===== config.mk =====
export PLATFORM = sky130hd
export DESIGN_NAME = if_stage
export DESIGN_NICKNAME = d
export VERILOG_FILES = /design/src/rtl/if_stage.sv
export SDC_FILE = /design/constraint.sdc
export NUM_CORES = 1
export LEC_CHECK = 0
export CORE_MARGIN = 3
export CORE_UTILIZATION = 40
export DETAILED_ROUTE_END_ITERATION = 8
export PLACE_DENSITY_LB_ADDON = 0.25
export RECOVER_POWER = 25
export SLEW_MARGIN = 25
export SYNTH_ARGS = -nofsm -noshare
export SYNTH_HDL_FRONTEND = slang
export SYNTH_SLANG_ARGS = --single-unit
export TNS_END_PERCENT = 100

===== constraint.sdc =====
create_clock -name clk -period 4.2 [get_ports clk]
set_input_delay 0.63 -clock clk [delete_from_list [all_inputs] [get_ports clk]]
set_output_delay 0.63 -clock clk [all_outputs]
set_load 0.02 [all_outputs]

===== src/rtl/if_stage.sv =====
// Instruction-fetch stage: owns the PC, fetches over a req/ack memory port and
// feeds a registered IF/ID slot, with branch flush, decode freeze and a skid entry.
module if_stage #(
    parameter logic [31:0] RESET_PC = 32'h0000_0000
) (
    input  logic        clk,
    input  logic        rst,
    input  logic        freeze,
    input  logic        branch_taken,
    input  logic [31:0] branch_addr,
    output logic        imem_req,
    output logic [31:0] imem_addr,
    input  logic        imem_ack,
    input  logic [31:0] imem_data,
    output logic [31:0] pc,
    output logic [31:0] inst,
    output logic        valid,
    output logic [1:0]  o_dbg_state
);

    // Handshake: imem_addr is held while imem_req=1 until imem_ack; a redirect
    // never withdraws an outstanding request, the returning word is discarded.
    // o_dbg_state encoding: IDLE=0, REQ=1, FLUSH=2, WAIT=3.
    typedef enum logic [1:0] {
        S_IDLE  = 2'd0,
        S_REQ   = 2'd1,
        S_FLUSH = 2'd2,
        S_WAIT  = 2'd3
    } state_t;

    state_t      r_state;
    logic        r_req;
    logic [31:0] r_addr;
    logic [31:0] r_next;
    logic [31:0] r_skid_pc;
    logic [31:0] r_skid_inst;
    logic [31:0] r_pc;
    logic [31:0] r_inst;
    logic        r_valid;

    logic        w_slot_free;
    logic [31:0] w_addr_inc;

    assign w_slot_free = !r_valid || !freeze;
    assign w_addr_inc  = r_addr + 32'd4;

    always_ff @(posedge clk or negedge rst) begin
        if (!rst) begin
            r_state     <= S_IDLE;
            r_req       <= 1'b0;
            r_addr      <= RESET_PC;
            r_next      <= 32'd0;
            r_skid_pc   <= 32'd0;
            r_skid_inst <= 32'd0;
            r_pc        <= 32'd0;
            r_inst      <= 32'd0;
            r_valid     <= 1'b0;
        end else begin
            // Slot defaults to a bubble unless frozen with live contents; loads below override.
            if (branch_taken || !(freeze && r_valid)) begin
                r_valid <= 1'b0;
                r_inst  <= 32'd0;
            end

            case (r_state)
                S_IDLE: begin
                    r_state <= S_REQ;
                    r_req   <= 1'b1;
                    if (branch_taken) begin
                        r_addr <= branch_addr;
                    end
                end

                S_REQ: begin
                    if (imem_ack) begin
                        if (branch_taken) begin
                            r_addr <= branch_addr;
                        end else if (w_slot_free) begin
                            r_pc    <= w_addr_inc;
                            r_inst  <= imem_data;
                            r_valid <= 1'b1;
                            r_addr  <= w_addr_inc;
                        end else begin
                            r_skid_pc   <= w_addr_inc;
                            r_skid_inst <= imem_data;
                            r_addr      <= w_addr_inc;
                            r_state     <= S_WAIT;
                            r_req       <= 1'b0;
                        end
                    end else if (branch_taken) begin
                        r_next  <= branch_addr;
                        r_state <= S_FLUSH;
                    end
                end

                S_FLUSH: begin
                    if (imem_ack) begin
                        r_addr  <= branch_taken ? branch_addr : r_next;
                        r_state <= S_REQ;
                    end else if (branch_taken) begin
                        r_next <= branch_addr;
                    end
                end

                S_WAIT: begin
                    if (branch_taken) begin
                        r_addr  <= branch_addr;
                        r_state <= S_REQ;
                        r_req   <= 1'b1;
                    end else if (!freeze) begin
                        r_pc    <= r_skid_pc;
                        r_inst  <= r_skid_inst;
                        r_valid <= 1'b1;
                        r_state <= S_REQ;
                        r_req   <= 1'b1;
                    end
                end

                default: begin
                    r_state <= S_IDLE;
                    r_req   <= 1'b0;
                end
            endcase
        end
    end

    assign imem_req    = r_req;
    assign imem_addr   = r_addr;
    assign pc          = r_pc;
    assign inst        = r_inst;
    assign valid       = r_valid;
    assign o_dbg_state = r_state;

endmodule


==> metrics.txt <==
status complete, but fails checks; violated checks capacitance limit, slew limit; post-synthesis async set-or-reset flop share 100%; initial antenna violation count 1; share of cells above drive strength 1 14.8%; nets 1071; overall routing resource usage 20.3%; die area 25200 um^2; # port buffers 168; Setup crit end kind flip-flop; Residual DRC 0; Area contributors post-synth dfrtp_1 53%, mux2_2 8.3%, o21ai_0 4.2%; Synth Area in Simple Gates 10.8%; Max stage delay on crit path 0.61 ns; Peak VDD IR 458 uV; Post-Synth XOR/XNOR Area 2.26%; Placer Congestion 0.833; Initial Util 40.9%; Synth cell types 67; Post-CTS Resized 0; DRT antenna net count 0; max-slew violations 108; crit start category flip-flop; Top cell by count, worst path inv_1; dpl hpwl 17400 um; launch point of the worst path o_dbg_state[1]$_DFFE_PN0P_; final setup violation count 0; Max Buffers Root-to-Sink 2; CTS tree built; Avg Cell Area, Syn 10.9 um^2; worst path cell trace inv_1, ha_1, inv_1, and3_1, a221o_1, o21a_1, o22a_1; slew at the pin with the worst max-slew slack 2.73 ns; placed cell count 1292; CP Data Required Time 4.51 ns; Final Hold Fails 0; grt ovf 0; Die Y 159 um; via count 7271; post-synth top area share 52.6%; mux cell area share after synthesis 8.87%; Ys Warns 0; Filler Cell Count 2081; largest area contributor in the netlist dfrtp_1; worst skew pair latency 0.43 ns; Post-Route WL 25200 um; Rows 55; FF+latch count, synth 196; drt pass-1 iters 9; H-tree depth 4; fin util 51.9%; area of the multi-input gates 3910 um^2; Post-Syn Instances 854; Fin Hold WS 0.475 ns; post-CTS setup buffers 0; CTS clock-pin slew for the worst setup and hold paths 0.07 ns; first-pass GRT wire length 40000 um; achievable frequency 0.358 GHz; commonest non-fill, non-tap cell in the layout dfrtp_1; Chip Width 159 um; hold crit path type reg -> reg; Lkg Pwr 0.00524 uW; post-synthesis compound-gate area fraction 19.1%; drt via density 5.49; Syn Nets 927; kind of critical path reg -> reg; number of DRC markers in iteration 0 701; commonest cells after routing, fill and taps aside 196 x dfrtp_1, 167 x clkdlybuf4s50_1, 78 x o21ai_0; Post-synth EDFFs 0; Register Area 4900 um^2; pwr dens 717 nW/um^2; Slew Limit Headroom -81.7%; synth-to-layout area growth 26.9%; Final Cycle Share 66.6%; Pwr Total 8470 uW; crit path DAT 3.11 ns; vias in the first global route 6976; WL per Instance 19.1 um; Setup TNS 0 ns; CP Max Fanout 22; Ports 169; sequential share of the synthesized area 52.6%; Final Skew 0.0118 ns; largest family of logic cells by synthesized area compound AO/OA/AOI/OAI gates; Post-Synth Adder-Cell Area 0.537%; worst r2r src o_dbg_state[1]$_DFFE_PN0P_; cts hold-fix bufs 0; RSZ-0062 raised after global routing false; cell area after synthesis 9320 um^2; core area 22800 um^2; Post-synth top flop dfrtp_1; CTS buffer count 17; # clock sinks 196; Critical-path top delay cell ha_1; largest net degree at the start of global routing 109; Clock Tree Root clkbuf_16; reg-to-reg slack, setup 1.40 ns; max_cap viols 1; Hold Crit Start r_skid_pc[28]$_DFFE_PN0P_; Post-Layout Cell Count 1324; Period minus WS final 2.80 ns
==> stage by stage <==
| step | setup WS [ns] | instance area (um^2) |
|---|---|---|
| CTS | 1.45 | 11800 |
| global placement | 1.24 | 11200 |
| detailed placement | 1.17 | 11200 |
| floorplan | 2.06 | 9320 |
| finish | 1.40 | 11800 |
| global route | 1.06 | 11800 |
==> cell usage after synthesis (8+ instances only) <==
library cell,count
and3_1,21
a221oi_1,8
buf_2,20
inv_1,46
xnor2_1,17
o21ai_1,13
o21ai_0,78
nand2_1,60
o21a_1,8
a222oi_1,37
nand3_1,23
a22oi_1,10
nor3_1,11
dfrtp_1,196
clkbuf_1,27
a21oi_1,45
nor2_1,33
mux2_2,69
==> kinds of logic (layout without fill, tap and decap cells) <==
family / Yosys count / count (layout)
and+or+nand+nor: 186 / 186
AOI/OAI and AO/OA: 262 / 262
xor gates and xnor gates: 24 / 24
DFF: 196 / 196
muxes: 74 / 74
other: 0 / 1
adders and majority gates: 4 / 4
buffers and inverters: 108 / 264
==> worst max-delay path: cells and delay by family (launching register included) <==
kind	cells	cell delay [ns]
flip-flops	1	0.44
AO/OA/AOI/OAI	3	0.80
AND/OR/NAND/NOR	1	0.55
buffers and inverters	2	0.28
adder cells (fa/ha/maj)	1	0.61
==> cell type report <==
| cell class | instances | area share (%) |
|---|---|---|
| diodes | 1 | 0.0212 |
| clock inverters | 13 | 1.41 |
| inverters | 47 | 1.49 |
| well taps | 313 | 3.31 |
| clock buffers | 18 | 3.71 |
| multi-input cells | 550 | 33.1 |
| repair buffers | 186 | 15.5 |
| flip-flops and latches | 196 | 41.5 |
==> where the power goes <==
group,internal (uW),leakage [uW],switching (uW)
combinational,1630,0.00243,1970
clock,913,0.000290,762
sequential,2590,0.00252,614
==> flip-flops by register name, summed over array words and instances (netlist names) <==
register,flops
imem_addr,32
inst,32
pc,32
r_next,32
r_skid_inst,32
r_skid_pc,32
o_dbg_state,2
imem_req,1
valid,1
==> routing by layer <==
layer,share of wire (%),wire length (um),up-vias,global-route usage [%]
met1,49,12200,3574,32.0
li1,-,-,3442,-
met4,1.3,320,0,5.53
met3,6.1,1550,18,3.86
met2,44,11100,237,28.6
met5,0,0,-,0
==> final timing paths <==
path,to,cells past startpoint
worst min register to register,r_skid_pc[28]$_DFFE_PN0P_,2
max in group asynchronous,imem_addr[10]$_DFFE_PN0P_,1
worst max register to register,imem_addr[9]$_DFFE_PN0P_,7
worst min-delay path,r_skid_pc[28]$_DFFE_PN0P_,2
min in group asynchronous,pc[26]$_DFFE_PN0P_,1
worst max-delay path,imem_addr[9]$_DFFE_PN0P_,7
Note: power is estimated with default switching activity, not from simulation.
